$ cat src/rtl/id_stage.sv
// id_stage: MIPS decode stage with writeback bypass, load-use stall and a
// valid/ready handshake toward execute.
// Ports: clk, rst (async, active-low), if_* fetch handshake,
// rs/rt register file read, wb_* writeback, flush, ex_* registered ID/EX
// payload.
module id_stage #(
    parameter int ADDR  = 5,
    parameter int BUS_W = 32
) (
    input  logic             clk,
    input  logic             rst,
    input  logic             if_valid,
    input  logic [BUS_W-1:0] if_instr,
    output logic             if_ready,
    output logic [ADDR-1:0]  rs_addr,
    output logic [ADDR-1:0]  rt_addr,
    input  logic [BUS_W-1:0] rs_data,
    input  logic [BUS_W-1:0] rt_data,
    input  logic             wb_write,
    input  logic [ADDR-1:0]  wb_addr,
    input  logic [BUS_W-1:0] wb_data,
    input  logic             flush,
    input  logic             ex_ready,
    output logic             ex_valid,
    output logic [BUS_W-1:0] ex_op_a,
    output logic [BUS_W-1:0] ex_op_b,
    output logic [BUS_W-1:0] ex_imm,
    output logic [5:0]       ex_opcode,
    output logic [5:0]       ex_funct,
    output logic [ADDR-1:0]  ex_rd_addr,
    output logic             ex_reg_write,
    output logic             ex_mem_read
);

    typedef enum logic {RUN, STALL} state_t;

    state_t             state_q, state_d;
    logic               valid_q, valid_d;
    logic [BUS_W-1:0]   op_a_q, op_a_d;
    logic [BUS_W-1:0]   op_b_q, op_b_d;
    logic [BUS_W-1:0]   imm_q, imm_d;
    logic [5:0]         opc_q, opc_d;
    logic [5:0]         fn_q, fn_d;
    logic [ADDR-1:0]    rd_q, rd_d;
    logic               rw_q, rw_d;
    logic               mr_q, mr_d;
    logic               last_load_q, last_load_d;
    logic [ADDR-1:0]    last_rt_q, last_rt_d;

    logic [5:0]         opcode;
    logic [5:0]         funct;
    logic [ADDR-1:0]    dest;
    logic [BUS_W-1:0]   fwd_a;
    logic [BUS_W-1:0]   fwd_b;
    logic [BUS_W-1:0]   imm_ext;
    logic               dec_rw;
    logic               dec_mr;
    logic               advance;
    logic               hazard;
    logic               accept;

    assign opcode  = if_instr[31:26];
    assign funct   = if_instr[5:0];
    assign rs_addr = if_instr[21 +: ADDR];
    assign rt_addr = if_instr[16 +: ADDR];
    assign dest    = (opcode == 6'h00) ? if_instr[11 +: ADDR]
                                       : if_instr[16 +: ADDR];

    // $0 reads as zero; a same-cycle writeback wins over the stale file value.
    assign fwd_a = (rs_addr == '0) ? '0 :
                   (wb_write && wb_addr == rs_addr) ? wb_data : rs_data;
    assign fwd_b = (rt_addr == '0) ? '0 :
                   (wb_write && wb_addr == rt_addr) ? wb_data : rt_data;

    // andi/ori take a zero-extended immediate, everything else sign-extends.
    assign imm_ext = (opcode == 6'h0C || opcode == 6'h0D)
                   ? {{(BUS_W-16){1'b0}}, if_instr[15:0]}
                   : {{(BUS_W-16){if_instr[15]}}, if_instr[15:0]};

    always_comb begin
        dec_rw = 1'b0;
        case (opcode)
            6'h00:   dec_rw = (funct != 6'h08);
            6'h08,
            6'h0A,
            6'h0C,
            6'h0D,
            6'h0F,
            6'h23:   dec_rw = 1'b1;
            default: dec_rw = 1'b0;
        endcase
        if (dest == '0) dec_rw = 1'b0;
    end

    assign dec_mr = (opcode == 6'h23);

    assign advance = !valid_q || ex_ready;
    assign hazard  = last_load_q && (last_rt_q != '0) &&
                     (last_rt_q == rs_addr || last_rt_q == rt_addr);
    assign if_ready = advance && (state_q == RUN) && !hazard && !flush;
    assign accept   = if_valid && if_ready;

    always_comb begin
        state_d     = state_q;
        valid_d     = valid_q;
        op_a_d      = op_a_q;
        op_b_d      = op_b_q;
        imm_d       = imm_q;
        opc_d       = opc_q;
        fn_d        = fn_q;
        rd_d        = rd_q;
        rw_d        = rw_q;
        mr_d        = mr_q;
        last_load_d = last_load_q;
        last_rt_d   = last_rt_q;
        if (flush) begin
            valid_d     = 1'b0;
            state_d     = RUN;
            last_load_d = 1'b0;
        end else if (accept) begin
            valid_d     = 1'b1;
            op_a_d      = fwd_a;
            op_b_d      = fwd_b;
            imm_d       = imm_ext;
            opc_d       = opcode;
            fn_d        = funct;
            rd_d        = dest;
            rw_d        = dec_rw;
            mr_d        = dec_mr;
            last_load_d = dec_mr;
            last_rt_d   = rt_addr;
        end else if (advance) begin
            // Bubble: nothing issued this cycle.
            valid_d     = 1'b0;
            last_load_d = 1'b0;
            case (state_q)
                RUN:     if (if_valid && hazard) state_d = STALL;
                STALL:   state_d = RUN;
                default: state_d = RUN;
            endcase
        end
    end

    always_ff @(posedge clk or negedge rst) begin
        if (!rst) begin
            state_q     <= RUN;
            valid_q     <= 1'b0;
            op_a_q      <= '0;
            op_b_q      <= '0;
            imm_q       <= '0;
            opc_q       <= '0;
            fn_q        <= '0;
            rd_q        <= '0;
            rw_q        <= 1'b0;
            mr_q        <= 1'b0;
            last_load_q <= 1'b0;
            last_rt_q   <= '0;
        end else begin
            state_q     <= state_d;
            valid_q     <= valid_d;
            op_a_q      <= op_a_d;
            op_b_q      <= op_b_d;
            imm_q       <= imm_d;
            opc_q       <= opc_d;
            fn_q        <= fn_d;
            rd_q        <= rd_d;
            rw_q        <= rw_d;
            mr_q        <= mr_d;
            last_load_q <= last_load_d;
            last_rt_q   <= last_rt_d;
        end
    end

    assign ex_valid     = valid_q;
    assign ex_op_a      = op_a_q;
    assign ex_op_b      = op_b_q;
    assign ex_imm       = imm_q;
    assign ex_opcode    = opc_q;
    assign ex_funct     = fn_q;
    assign ex_rd_addr   = rd_q;
    assign ex_reg_write = rw_q;
    assign ex_mem_read  = mr_q;

endmodule

$ cat config.mk
export PLATFORM = sky130hd
export DESIGN_NAME = id_stage
export DESIGN_NICKNAME = d
export VERILOG_FILES = /design/src/rtl/id_stage.sv
export SDC_FILE = /design/constraint.sdc
export NUM_CORES = 1
export LEC_CHECK = 0
export ABC_AREA = 1
export BUFFER_PORTS_ARGS = -buffer_cell sky130_fd_sc_hd__buf_2
export CAP_MARGIN = 5
export CORE_ASPECT_RATIO = 0.5
export CORE_MARGIN = 2
export CORE_UTILIZATION = 40
export CTS_BUF_LIST = sky130_fd_sc_hd__clkbuf_8
export CTS_CLUSTER_SIZE = 25
export DETAILED_ROUTE_END_ITERATION = 12
export GPL_TIMING_DRIVEN = 0
export PLACE_DENSITY = 0.73
export SETUP_SLACK_MARGIN = 0.15
export SYNTH_ARGS = -nofsm -noshare
export SYNTH_HDL_FRONTEND = slang
export SYNTH_SLANG_ARGS = --single-unit
$ cat constraint.sdc
create_clock -name clk -period 1.5 [get_ports clk]
set_input_delay 0 -clock clk [delete_from_list [all_inputs] [get_ports clk]]
set_output_delay 0 -clock clk [all_outputs]
set_load 0.005 [all_outputs]
==> impl_metrics.csv <==
group,metric,value,unit
routing,wl_per_cell,15.06,µm
synth,synthesis.nets,1050,
sta,fmax,0.5582,GHz
routing,routed_wl,22660,µm
sta,worst_slew_pin_slew,0.8366,ns
synth,syn_area,5872,µm²
run_status,violations,"negative setup slack",
power,p_int,5047,µW
synth,ys.warnings.count,0,
routing,via_per_inst,4.781,
power,powerDensity,794.5,nW/µm²
routing,detail-route-antenna-nets,0,
power,switching_share,33.78,%
power,ir_worst_vdd,0.0004354,V
sta,rsz0062_at_grt,"yes",
global_route,grt_antenna_before_repair,0,
floorplanning,start_util,40.81,%
clocking,numCtsBuffers,9,
placed_design,place_hpwl,14340,µm
finish,drive_gt1_share,36.88,%
worst_setup_path,cp_max_fo,5,
floorplanning,die_h,89.68,µm
worst_setup_path,end_kind,"flip-flop",
global_route,grt_overflow,0,
job,cap_violations,0,
worst_setup_path,r2r_start,"last_rt_q[0]$_DFFE_PN0P_",
clocking,htreeDepth,3,
synth,synth.yosys.seq_area_share,43.47,%
run_status,status,"complete, but fails checks",
hold_path,hold_class,"input pin to flip-flop",
clocking,ctsRootBufferMaster,"clkbuf_8",
global_route,grt_pass1_vias,6432,
clocking,clkTransAtPathRegs,0.11,ns
finish,area.growth.synth_to_final,63.35,%
finish,layout_commonest_cell,"nand2_1",
power,p_sw,2574,µW
placed_design,globalplace.congestion,0.9107,
worst_setup_path,reg2reg_depth,12,
power,seq_power_share,45.4,%
global_route,grt_util_all_layers,26.02,%
worst_setup_path,r2r_end,"ex_op_b[15]$_DFFE_PN0P_",
worst_setup_path,crit_type,"flip-flop to flip-flop",
worst_setup_path,worstPathCellList,"nor2_2 > nor2_2 > nor2_1 > nand3_1 > nand2_2 > nand2_4 > nand3_4 > inv_6 > clkbuf_16 > clkbuf_16 > nand2_1 > nand2_1",
routing,drt_pass1_iterations,5,
sta,finalHoldViolCount,0,
worst_setup_path,crit_path_start_kind,"flip-flop",
worst_setup_path,max_stage_delay,0.47,ns
worst_setup_path,required,1.76,ns
floorplanning,io_pins,266,
routing,drt_iter0_drc,484,
clocking,cts.path.max_buffers,2,
worst_setup_path,cp_num_buf_inv,3,
floorplanning,coreArea,14390,µm²
worst_setup_path,cp-endpoint,"ex_op_b[15]$_DFFE_PN0P_",
power,p_leak,0.005896,µW
power,clock_power_share,21.3,%
finish,n_antenna_cell,0,
global_route,grt_pass1_wl,32040,µm
power,power_frac_comb,33.3,%
sta,final.min_clock_period,1.791,ns
placed_design,portBuffers,265,
synth,avgSynthCellArea,6.446,µm²
sta,finalSetupViolCount,103,
synth,ys_ff_latch,102,
sta,slew_headroom,44.23,%
finish,nets,1441,
clocking,cts_tree,"done",
routing,vias,7196,
synth,synthCells,911,
clocking,numClockSinks,102,
finish,fin_util,66.66,%
worst_setup_path,cp_slowest_cell,"dfrtp_2",
finish,final_cell_mix,"nand2_1, buf_2, nor2_1, dfrtp_1, dlygate4sd3_1",
routing,drt_drc_violations_left,0,
sta,finalWorstSetupSlack,-0.2915,ns
global_route,grt_max_degree,59,
floorplanning,die_x,175.3,µm
worst_setup_path,r2r_slack,-0.29,ns
worst_setup_path,crit_start,"last_rt_q[0]$_DFFE_PN0P_",
worst_setup_path,crit_arrival,2.05,ns
sta,skew,0.01427,ns
floorplanning,die_area,15720,µm²
sta,fin_setup_tns,-23.87,ns
sta,period_share,119.4,%
worst_setup_path,cp_num_cells,12,
clocking,insertion_delay,0.38,ns
synth,yosysUniqueCellTypes,22,
floorplanning,fp-row-count,31,
worst_setup_path,worst_path_dominant_cell_family,"simple AND/OR/NAND/NOR gates",
sta,drv_slew,0,
==> kinds of logic after synthesis <==
kind of cell    count (synthesis)  synth area share (%)
simple gates                  611                 39.70
buf+inv                       162                 13.45
flops                         102                 43.47
compound gates                 34                 3.090
xor+xnor                        2                0.2984
==> layer usage <==
metal	track usage (%)	routed length [µm]
met1	32.39	9461
met2	46.74	11030
met3	4.461	1480
met4	9.318	686
met5	0	0
==> worst reg2reg max path, cell delays in order (launching register included) <==
cell and delay [ns]:
dfrtp_2 0.47, nor2_2 0.14, nor2_2 0.04, nor2_1 0.11, nand3_1 0.10, nand2_2 0.09
nand2_4 0.07, nand3_4 0.15, inv_6 0.08, clkbuf_16 0.18, clkbuf_16 0.15, nand2_1 0.06
nand2_1 0.05
==> Yosys cell counts, drive strengths merged <==
library cell  count  share of area [%]
clkinv            1              0.064
nand4             2               0.21
nor2            151                9.7
clkbuf           12               0.77
a21oi             3               0.26
inv              90                5.8
buf              59                6.9
nand3            11                1.1
nand2           442                 28
o211ai            1               0.13
nand3b            1               0.13
o22ai             5               0.53
nor3              4               0.34
xnor2             2               0.30
a21boi            1               0.13
o21ai            24                2.0
dfrtp           102                 43
==> metrics by stage <==
stage	setup WS, ns	power (µW)	instance area (µm²)	instances	hold slack (ns)
after floorplan	0.05659	4401	5919	911	-0.2956
after global routing	-0.3906	8080	9592	1505	0.03504
final	-0.2915	7621	9592	1505	0.01072
after detailed placement	-0.3047	5439	7523	1375	0.1450
after global placement	-0.7870	5384	7493	1374	0.1955
after CTS	-0.2407	7341	8894	1495	0.000005967
==> how the worst min path moves through the flow <==
stage                               to   startpoint  slack (ns)  cells after the start
2_1_floorplan    ex_imm[0]$_DFFE_PN0P_          rst       -0.30                      0
3_3_place_gp     ex_imm[7]$_DFFE_PN0P_  if_instr[7]        0.20                      3
3_5_place_dp   ex_op_b[27]$_DFFE_PN0P_          rst        0.15                      1
5_1_grt        ex_op_b[13]$_DFFE_PN0P_  rt_data[13]        0.04                      7
4_1_cts        ex_op_b[12]$_DFFE_PN0P_  rt_data[12]    0.000006                      7
6_report       ex_op_a[31]$_DFFE_PN0P_  rs_data[31]        0.01                      7
==> area by class of cell <==
cell class | count | area (µm²)
Fill cell | 1205 | 4798
Tap cell | 198 | 247.7
Clock inverter | 7 | 43.79
Clock buffer | 9 | 123.9
Buffer | 71 | 606.8
Sequential cell | 102 | 2556
Multi-Input combinational cell | 648 | 2980
Inverter | 91 | 346.6
Timing Repair Buffer | 379 | 2686
==> power groups by stage <==
stage                     Clock, µW  Combinational (µW)  Sequential (µW)
after floorplan                   0                 914             3490
after global placement            0                1920             3460
after detailed placement          0                1970             3470
after CTS                      1670                2250             3430
after global routing           1780                2790             3510
final                          1620                2530             3460
==> registers in the layout, summed over array words and instances, names as in the netlist, 5 cells and up <==
signal,count
ex_rd_addr,5
ex_opcode,6
ex_op_b,32
ex_imm,17
last_rt_q,5
ex_op_a,32
==> repair_timing <==
action	in CTS	in global routing
cloned	3	10
endpoints found under the hold margin	149	0
setup endpoints to repair	118	103
pin swaps	6	79
hold buffers	97	0
buffers inserted	4	0
gates resized for setup	43	153
(Power assumes the default switching activity.)
